--- config.mk ---
export PLATFORM = sky130hd
export DESIGN_NAME = pixel_packer_8pix
export DESIGN_NICKNAME = d
export VERILOG_FILES = /design/src/rtl/line_buf_pkg.sv /design/src/rtl/lane_pad_mux.sv /design/src/rtl/pixel_packer_8pix.sv
export SDC_FILE = /design/constraint.sdc
export NUM_CORES = 1
export LEC_CHECK = 0
export BUFFER_PORTS_ARGS = -buffer_cell sky130_fd_sc_hd__buf_4
export CORE_MARGIN = 2
export CORE_UTILIZATION = 51
export CTS_BUF_LIST = sky130_fd_sc_hd__clkbuf_4 sky130_fd_sc_hd__clkbuf_8
export DETAILED_ROUTE_END_ITERATION = 10
export MAX_ROUTING_LAYER = met4
export PLACE_DENSITY = 0.73
export SYNTH_ARGS = -nofsm -noshare
export SYNTH_HDL_FRONTEND = slang
export SYNTH_SLANG_ARGS = --single-unit
export TNS_END_PERCENT = 30
--- constraint.sdc ---
create_clock -name clk -period 4.5 [get_ports clk]
set_clock_uncertainty 0.2 [all_clocks]
set_input_delay 0.45 -clock clk [delete_from_list [all_inputs] [get_ports clk]]
set_output_delay 0.45 -clock clk [all_outputs]
set_load 0.01 [all_outputs]
--- src/rtl/line_buf_pkg.sv ---
// Shared types for the row-buffer front end: default pixel/word geometry,
// pixel and packed-word types, and the packer FSM state encoding.
package line_buf_pkg;

    localparam int DWIDTH = 10;
    localparam int PIXCNT = 8;

    typedef logic [DWIDTH-1:0]        pix_t;
    typedef logic [DWIDTH*PIXCNT-1:0] word_t;

    typedef enum logic [1:0] {
        IDLE,
        PACK,
        DISCARD
    } pack_state_t;

endpackage

--- src/rtl/lane_pad_mux.sv ---
// Fills the unused lanes of a packed word. Lanes below 'fill' pass through;
// the rest take PAD_VAL, or the last valid pixel when the build defines
// PACK_EDGE_REPLICATE_EN (border replication for the convolution kernel).
module lane_pad_mux #(
    parameter int          DWIDTH  = 10,
    parameter int          PIXCNT  = 8,
    parameter int unsigned PAD_VAL = 0
) (
    input  logic [DWIDTH*PIXCNT-1:0]     word_in,
    input  logic [$clog2(PIXCNT+1)-1:0]  fill,
    output logic [DWIDTH*PIXCNT-1:0]     word_out
);

    localparam int NW = $clog2(PIXCNT + 1);

    logic [DWIDTH-1:0] fill_val;

    // Pick the filler value, then keep or replace each lane by its index.
    always_comb begin
        // NOTE: every variable gets a default at the top of a combinational block so no path leaves it unassigned and infers a latch.
        fill_val = DWIDTH'(PAD_VAL);
        word_out = '0;
`ifdef PACK_EDGE_REPLICATE_EN
        for (int k = 0; k < PIXCNT; k++) begin
            if (NW'(k + 1) == fill) begin
                fill_val = word_in[k*DWIDTH +: DWIDTH];
            end
        end
`else
`endif
        for (int k = 0; k < PIXCNT; k++) begin
            word_out[k*DWIDTH +: DWIDTH] = (NW'(k) < fill) ? word_in[k*DWIDTH +: DWIDTH] : fill_val;
        end
    end

endmodule

--- src/rtl/pixel_packer_8pix.sv ---
// Packs a 1-pixel/clk raster stream into PIXCNT-pixel words for the line
// buffers (pixel 0 in the LSBs), tracks columns, pads partial last words and
// flags short/long lines. Optional build macro: PACK_EDGE_REPLICATE_EN
// (partial-word lanes replicate the last pixel instead of PAD_VAL).
// A mid-line sol whose new pixel also closes a word (cols_N==1) needs two
// words in one cycle; the second is held one cycle in a pending slot.
module pixel_packer_8pix #(
    parameter int          DWIDTH  = 10,
    parameter int          PIXCNT  = 8,
    parameter int          COLS    = 2448,
    parameter int          DEPTH   = COLS / PIXCNT,
    parameter int unsigned PAD_VAL = 0
) (
    input  logic                        clk,
    input  logic                        rst,
    input  logic [$clog2(COLS+1)-1:0]   cols_N,
    input  logic [DWIDTH-1:0]           in_data,
    input  logic                        in_valid,
    input  logic                        in_sol,
    input  logic                        in_eol,
    output logic [DWIDTH*PIXCNT-1:0]    word_out,
    output logic                        word_valid,
    output logic                        word_sol,
    output logic                        word_eol,
    output logic [$clog2(DEPTH)-1:0]    word_idx,
    output logic                        err_short,
    output logic                        err_long
);

    import line_buf_pkg::*;

    localparam int CW = $clog2(COLS + 1);
    localparam int IW = $clog2(DEPTH);
    localparam int NW = $clog2(PIXCNT + 1);
    localparam int WW = DWIDTH * PIXCNT;

    pack_state_t state_q, state_d;

    logic [WW-1:0] acc_q;
    logic [NW-1:0] lane_q;
    logic [CW-1:0] col_q, lim_q;
    logic [IW-1:0] idx_q;
    logic          first_q;

    logic          pend_vld_q, pend_sol_q, pend_eol_q;
    logic [WW-1:0] pend_word_q;
    logic [NW-1:0] pend_fill_q;
    logic [IW-1:0] pend_idx_q;

    logic          start, take, restart, flush_old;
    logic [WW-1:0] base_acc, ins_acc;
    logic [NW-1:0] base_lane;
    logic [CW-1:0] base_col, base_lim, col_next;
    logic [IW-1:0] base_idx;
    logic          base_first, full, hit_lim, term, new_emit;
    logic          short_new, long_new, pend_load;
    logic          out_vld, sel_sol, sel_eol;
    logic [WW-1:0] sel_word, padded;
    logic [NW-1:0] sel_fill;
    logic [IW-1:0] sel_idx;

    // State register.
    always_ff @(posedge clk) begin
        // NOTE: sequential blocks use non-blocking assignments so every register samples pre-edge values.
        if (rst) state_q <= IDLE;
        else     state_q <= state_d;
    end

    // Next state: an accepted pixel either keeps the line open or ends it.
    always_comb begin
        state_d = state_q;
        if (take) begin
            if (!term)       state_d = PACK;
            else if (in_eol) state_d = IDLE;
            else             state_d = DISCARD;
        end
    end

    // Datapath decode: lane insertion, termination and word source selection.
    always_comb begin
        start      = in_valid & in_sol;
        take       = in_valid & (in_sol | (state_q == PACK));
        restart    = start & (state_q == PACK);
        flush_old  = restart & (lane_q != '0);

        base_acc   = start ? '0        : acc_q;
        base_lane  = start ? '0        : lane_q;
        base_col   = start ? '0        : col_q;
        base_lim   = start ? cols_N    : lim_q;
        base_idx   = start ? '0        : idx_q;
        base_first = start ? 1'b1      : first_q;

        ins_acc = base_acc;
        for (int k = 0; k < PIXCNT; k++) begin
            if (base_lane == NW'(k)) ins_acc[k*DWIDTH +: DWIDTH] = in_data;
        end

        col_next  = base_col + 1'b1;
        full      = (base_lane == NW'(PIXCNT - 1));
        hit_lim   = (col_next == base_lim);
        term      = in_eol | hit_lim;
        new_emit  = take & (full | term);
        short_new = take & in_eol & (col_next < base_lim);
        long_new  = take & ~in_eol & hit_lim;
        pend_load = new_emit & (pend_vld_q | flush_old);

        out_vld  = 1'b0;
        sel_word = ins_acc;
        sel_fill = base_lane + 1'b1;
        sel_sol  = base_first;
        sel_eol  = term;
        sel_idx  = base_idx;
        if (pend_vld_q) begin
            out_vld  = 1'b1;
            sel_word = pend_word_q;
            sel_fill = pend_fill_q;
            sel_sol  = pend_sol_q;
            sel_eol  = pend_eol_q;
            sel_idx  = pend_idx_q;
        end else if (flush_old) begin
            out_vld  = 1'b1;
            sel_word = acc_q;
            sel_fill = lane_q;
            sel_sol  = first_q;
            sel_eol  = 1'b1;
            sel_idx  = idx_q;
        end else if (new_emit) begin
            out_vld  = 1'b1;
        end
    end

    lane_pad_mux #(
        .DWIDTH  (DWIDTH),
        .PIXCNT  (PIXCNT),
        .PAD_VAL (PAD_VAL)
    ) u_pad (
        .word_in  (sel_word),
        .fill     (sel_fill),
        .word_out (padded)
    );

    // Accumulator, line counters, pending slot and registered outputs.
    always_ff @(posedge clk) begin
        if (rst) begin
            acc_q       <= '0;
            lane_q      <= '0;
            col_q       <= '0;
            lim_q       <= '0;
            idx_q       <= '0;
            first_q     <= 1'b0;
            pend_vld_q  <= 1'b0;
            pend_word_q <= '0;
            pend_fill_q <= '0;
            pend_sol_q  <= 1'b0;
            pend_eol_q  <= 1'b0;
            pend_idx_q  <= '0;
            word_out    <= '0;
            word_valid  <= 1'b0;
            word_sol    <= 1'b0;
            word_eol    <= 1'b0;
            word_idx    <= '0;
            err_short   <= 1'b0;
            err_long    <= 1'b0;
        end else begin
            if (take) begin
                col_q <= col_next;
                lim_q <= base_lim;
                if (new_emit) begin
                    acc_q   <= '0;
                    lane_q  <= '0;
                    idx_q   <= base_idx + 1'b1;
                    first_q <= 1'b0;
                end else begin
                    acc_q   <= ins_acc;
                    lane_q  <= base_lane + 1'b1;
                    idx_q   <= base_idx;
                    first_q <= base_first;
                end
            end

            if (pend_load) begin
                pend_vld_q  <= 1'b1;
                pend_word_q <= ins_acc;
                pend_fill_q <= base_lane + 1'b1;
                pend_sol_q  <= base_first;
                pend_eol_q  <= term;
                pend_idx_q  <= base_idx;
            end else if (pend_vld_q) begin
                pend_vld_q  <= 1'b0;
            end

            word_valid <= out_vld;
            word_out   <= out_vld ? padded  : '0;
            word_sol   <= out_vld & sel_sol;
            word_eol   <= out_vld & sel_eol;
            word_idx   <= out_vld ? sel_idx : '0;
            err_short  <= restart | short_new;
            err_long   <= long_new;
        end
    end

endmodule

## Word level (Yosys, flattened, before mapping)

Index checks and enable logic that the tools add are counted.
Widths: inputs -> output; s select.

- Input bits: 27
- Logic and storage cells: 120
- Flip-flop bits (word level): 310
- Output and inout bits: 94

- Magnitude comparators: 9
- Mux-type cells: 34
- Equal/unequal tests: 9
- $add $sub $neg: 3
- Reductions and logical operators: 11
- Bitwise gates (word level): 27

Operators by type and width:

| cell | count |
|---|---|
| $mux 80 | 4 |
| $mux 10 | 8 |
| $mux 9 | 4 |
| $mux 12 | 2 |
| $reduce_or 3->1 | 8 |
| $eq 4x3->1 const B | 4 |
| $lt 3x4->1 const A | 4 |
| $mux 4 | 4 |
| $add 12x1->12 const B | 1 |
| $and 1x1->1 | 12 |
| $eq 12x12->1 | 1 |
| $lt 12x12->1 | 1 |
| $mux 1 | 10 |
| $not 1->1 | 10 |
| $add 9x1->9 const B | 1 |
| $eq 4x2->1 const B | 2 |
| $lt 1x4->1 const A | 2 |
| $lt 2x4->1 const A | 2 |
| $or 1x1->1 | 5 |
| $add 4x1->4 const B | 1 |
| $eq 4x1->1 const B | 1 |
| $logic_not 4->1 | 1 |
| $mux 2 | 2 |
| $reduce_bool 4->1 | 1 |
| 2 further kinds | 2 |

## Depth between registers and ports, before layout

- Word-level depth: 12
- Gate-level depth with buffers: 23
- Mapped depth without buffers: 17

## Modules after synthesis

From an unflattened synthesis, not the netlist that was laid out.

- Cell total of the unflattened synthesis: 2021
- Area total of the unflattened synthesis: 15847.7 um^2

Modules (own cells, without submodules):

| module | sequential area each (um^2) | cells an instance | times used | area an instance (um^2) |
|---|---|---|---|---|
| pixel_packer_8pix | 6206.0 | 1930 | 1 | 15258.4 |
| lane_pad_mux | 0.0 | 91 | 1 | 589.3 |

## Worst setup path after synthesis

Ideal clock, no wire load.

- Path type: input to register
- Start point: input port in_valid
- End point: register pend_word_q[10]
- Stages on the path: 22
- Arrival time: 4.471 ns
- Library setup time: 0.081 ns
- Buffers on the path: 7
- Setup slack: -0.252 ns
- Data required time: 4.219 ns
- Cells stage by stage: buf_2 nand2_1 clkbuf_1 buf_2 buf_2 clkbuf_1 and2_1 ha_1 and3_1 nor2b_1 and4_1 xnor2_1 nor2_1 ha_1 nand4_1 o31a_1 nand2_1 and2_1 buf_4 buf_1 nor2_1 a211oi_2

- Cells in the longest elaborated chain, start to end: 8
- Elaborated cells on any way between the ends: 18
- Classes of those cells: add/sub: 1; eq/ne: 3; mux: 5; bitwise: 9

Ends and longest elaborated chain:

| what | line | RTL |
|---|---|---|
| from (decl) | pixel_packer_8pix.sv:18 | `input logic in_valid,` |
| $and 1x1->1 | pixel_packer_8pix.sv:81 | `start = in_valid & in_sol;` |
| $mux 12 | pixel_packer_8pix.sv:88 | `base_col = start ? '0 : col_q;` |
| $add 12x1->12 | pixel_packer_8pix.sv:98 | `col_next = base_col + 1'b1;` |
| named net col_next[8] | pixel_packer_8pix.sv:53 | `logic [CW-1:0] base_col, base_lim, col_next;` |
| $eq 12x12->1 | pixel_packer_8pix.sv:100 | `hit_lim = (col_next == base_lim);` |
| $or 1x1->1 | pixel_packer_8pix.sv:101 | `term = in_eol \| hit_lim;` |
| $or 1x1->1 | pixel_packer_8pix.sv:102 | `new_emit = take & (full \| term);` |
| $and 1x1->1 | pixel_packer_8pix.sv:102 |  |
| $and 1x1->1 | pixel_packer_8pix.sv:105 | `pend_load = new_emit & (pend_vld_q \| flush_old);` |
| to (signal assigned) | pixel_packer_8pix.sv:183 | `pend_word_q <= ins_acc;` |
| to (decl) | pixel_packer_8pix.sv:46 | `logic [WW-1:0] pend_word_q;` |

The timed path passes the listed nets, and every way through them passes these cells.
A chain may end at the register's enable or synchronous reset.

## Final worst setup path

- Start point: register col_q[0]
- End point: register acc_q[55]

- Cells in the longest elaborated chain, start to end: 7

Ends and longest elaborated chain:

| what | line | RTL |
|---|---|---|
| from (decl) | pixel_packer_8pix.sv:41 | `logic [CW-1:0] col_q, lim_q;` |
| from (signal assigned) | pixel_packer_8pix.sv:166 | `col_q <= col_next;` |
| $mux 12 | pixel_packer_8pix.sv:88 |  |
| $add 12x1->12 | pixel_packer_8pix.sv:98 |  |
| named net col_next[8] | pixel_packer_8pix.sv:53 |  |
| $eq 12x12->1 | pixel_packer_8pix.sv:100 |  |
| $or 1x1->1 | pixel_packer_8pix.sv:101 |  |
| $or 1x1->1 | pixel_packer_8pix.sv:102 |  |
| $and 1x1->1 | pixel_packer_8pix.sv:102 |  |
| $mux 80 | pixel_packer_8pix.sv:168 | `if (new_emit) begin` |
| to (signal assigned) | pixel_packer_8pix.sv:174 | `acc_q <= ins_acc;` |
| to (decl) | pixel_packer_8pix.sv:39 | `logic [WW-1:0] acc_q;` |

The timed path passes the listed nets, and every way through them passes these cells.

==> metrics <==
outcome complete, no violations; utilization after layout 61.3%; share of the clock period used by the worst path after layout 86.6%; global-route usage over all layers 26.4%; Syn. warnings 0; drc violations 0; Final Setup Violations 0; type of the worst min-delay path input port to flip-flop; last weighted congestion value of the routability-driven placer ~0.82; TritonCTS clock tree built; top_reg_cell synth sky130_fd_sc_hd__dfxtp_1; RSZ-0062 raised after global routing no; Post-Syn Instances 1,505; Mean Syn Cell Area roughly 8.7 um2; type of destination of the critical path flip-flop; worst-path fanout max 22; via/cell ratio 5.98; port bufs 120; Final TNS setup 0 ns; flop and latch count out of synthesis 310; antenna violations before repair 0; post-CTS clock slew at the launch and capture registers of the worst setup and hold paths 0.06 ns; Max H-tree Level 2; most frequently used cell type in the post-synthesis netlist sky130_fd_sc_hd__dfxtp_1; leakage dissipation 5.72 nW; async set-reset flop share out of synthesis 0%; number of top-level design ports 121; minimum setup slack after placement 0.339 ns; postcts setup bufs 0; mapped cell area 0.0131 mm2; clk_lat worst skew 0.57 ns; Filler Cell Count 2,205; count of antenna diodes in the layout 0; synthesis-to-finish area growth 17.6%; CTS root buffer sky130_fd_sc_hd__clkbuf_8; initial DRC count 1,053; post-route total power 5.71 mW; maximum number of pins on one net before global-route repair 82; count of pins over their slew limit 0; buffers from clock root to sink, at most 3; total congestion overflow after global routing 0; width of the die about 160 um; portion of synthesized cell area occupied by the leading cell type 47.3%; height of the die 164 um; worst supply voltage drop on vdd 0.264 mV; max capacitance violation total 0; terminus of the critical flop-to-flop path acc_q[55]; CTS Sinks 310; setup slack after layout 0.601 ns; RR Startpoint col_q[0]; number of buffers created by CTS 50; Final Hold Viols 0; start-to-end type of the worst setup path flip-flop to flip-flop; power density over the cells 370 mW/mm2; share of final-layout standard cells stronger than drive strength 1 18.9%; global-route wire length before repair 56,100 um; setup slack, reg-to-reg about 0.60 ns; Critical Path Sink acc_q[55]; Synth Net Count 1,550; Post-DRT Antenna Nets 0; proportion of synthesized chip area in sequential cells 47.3%; post-synth top area cell sky130_fd_sc_hd__dfxtp_1; Post-layout nets 1,633; crit path time final 3.90 ns; data arrival time at the worst-slack endpoint 4.21 ns; Worst Max-Slew Pin Slew 1.12 ns; Die Footprint around 0.027 mm2; via count of the first global-routing pass 10,900; starting density of the core 52.1%; max_slew headroom 25.5%; post-synth cell types 58; WP data required approximately 4.8 ns; first element of the critical path col_q[0]; R2R depth 14; total detailed-routing wirelength 35,200 um; Floorplan Core Area 0.0252 mm2; vias 11,700; sort of element at the start of the critical path flip-flop; number of placement rows 58; Post-synth EDFFs 0; top cells by area in the synthesized netlist sky130_fd_sc_hd__dfxtp_1 (47%), sky130_fd_sc_hd__nor2_1 (5.9%), sky130_fd_sc_hd__nand2_1 (4.4%); highest clock frequency the design can meet 256 MHz; routed wire length per instance 18.0 um; first-pass iteration count of the detailed router 8; most used standard cells in the synthesized netlist sky130_fd_sc_hd__dfxtp_1 (310), sky130_fd_sc_hd__nor2_1 (205), sky130_fd_sc_hd__nand2_1 (153), sky130_fd_sc_hd__a21oi_1 (108), sky130_fd_sc_hd__clkbuf_1 (101); Post-DP HPWL 21,400 um
==> how the worst min path moves through the flow <==
stage                     slack, ns            start              to  depth (start not counted)
after floorplan                0.23   pend_fill_q[3]  pend_fill_q[3]                          2
after global placement         0.24   pend_fill_q[3]  pend_fill_q[3]                          2
after detailed placement       0.24  pend_word_q[18]    word_out[18]                          2
after CTS                      0.03       cols_N[11]       lim_q[11]                          3
after global routing           0.06       cols_N[11]       lim_q[11]                          3
final                          0.06       cols_N[11]       lim_q[11]                          3
==> cell usage in the layout (no fill, tap or decap), types with 21 or more instances in the layout <==
cell type,Yosys,final
sky130_fd_sc_hd__dfxtp_1,310,309
sky130_fd_sc_hd__nor2_1,205,204
sky130_fd_sc_hd__nand2_1,153,152
sky130_fd_sc_hd__buf_4,2,151
sky130_fd_sc_hd__a21oi_1,108,108
sky130_fd_sc_hd__o21ai_0,99,99
sky130_fd_sc_hd__clkbuf_8,0,67
sky130_fd_sc_hd__nor3_1,49,49
sky130_fd_sc_hd__a221oi_1,47,47
sky130_fd_sc_hd__nand3_1,42,42
sky130_fd_sc_hd__a211oi_2,40,40
sky130_fd_sc_hd__a32o_1,35,35
sky130_fd_sc_hd__a22oi_1,30,30
sky130_fd_sc_hd__a221o_1,30,30
sky130_fd_sc_hd__and3_1,21,21
==> state kept, by name, indices dropped and copies added, names as in the netlist, 2 cells and up <==
| register | flops |
|---|---|
| idx_q | 9 |
| lane_q | 4 |
| word_idx | 9 |
| pend_idx_q | 9 |
| word_out | 80 |
| col_q | 12 |
| acc_q | 80 |
| pend_fill_q | 4 |
| lim_q | 12 |
| state_q | 2 |
| pend_word_q | 80 |
==> kinds of logic (layout without fill, tap and decap cells) <==
kind of cell               count (synthesis)  after routing  synth area share (%)
and+or+nand+nor                          522            522                  17.4
muxes                                     12             12                 0.916
buffers and inverters                    157            280                  5.07
AOI/OAI and AO/OA                        467            467                  26.3
xor gates and xnor gates                  19             19                  1.27
DFF                                      310            310                  47.3
adders and majority gates                 18             18                  1.72
==> timing repair <==
action,CTS,global route
hold buffers,11,0
resized for setup,0,0
endpoints found under the hold margin,11,0
==> metrics by stage <==
| step | cells | hold WS (ns) | cell area [um2] |
|---|---|---|---|
| 6_report | 1958 | 0.0574 | 15400 |
| 5_1_grt | 1958 | 0.0561 | 15400 |
| 4_1_cts | 1958 | 0.0276 | 15400 |
| 3_5_place_dp | 1855 | 0.243 | 14200 |
| 3_3_place_gp | 1855 | 0.236 | 14200 |
| 2_1_floorplan | 1505 | 0.227 | 13100 |
==> where the power goes <==
group / internal (mW) / switching (mW)
clock network: 1.51 / 1.11
logic: 0.0926 / 0.223
registers: 2.76 / 0.0107
==> routing by layer <==
layer / track usage, % / vias up / wire length, um
li1: - / 5613 / -
met1: 35.5 / 5574 / 15500
met2: 42.1 / 479 / 16500
met3: 3.97 / 43 / 2740
met4: 6.52 / 0 / 500
met5: - / - / 0
==> layout make-up <==
cell class,count,area (um2),area share [%]
Clock inverter,11,88.8,0.576
Multi-Input combinational cell,1038,6270,40.6
Sequential cell,310,6210,40.2
Timing Repair Buffer,167,1340,8.71
Inverter,21,78.8,0.511
Clock buffer,81,1030,6.66
Tap cell,330,413,2.68
==> critical path: stages (launching register included) <==
cell and delay, ns:
sky130_fd_sc_hd__dfxtp_1 0.41, sky130_fd_sc_hd__and2_1 0.16, sky130_fd_sc_hd__ha_1 0.21, sky130_fd_sc_hd__and3_1 0.21
sky130_fd_sc_hd__nor2b_2 0.21, sky130_fd_sc_hd__and4_1 0.27, sky130_fd_sc_hd__xnor2_1 0.13, sky130_fd_sc_hd__nor2_1 0.06
sky130_fd_sc_hd__ha_1 0.28, sky130_fd_sc_hd__nand4_1 0.13, sky130_fd_sc_hd__buf_4 0.14, sky130_fd_sc_hd__nor3_1 0.08
sky130_fd_sc_hd__nor3_4 0.76, sky130_fd_sc_hd__a21o_1 0.45, sky130_fd_sc_hd__a32o_1 0.18
No activity file was read; power rests on OpenSTA's default activity.
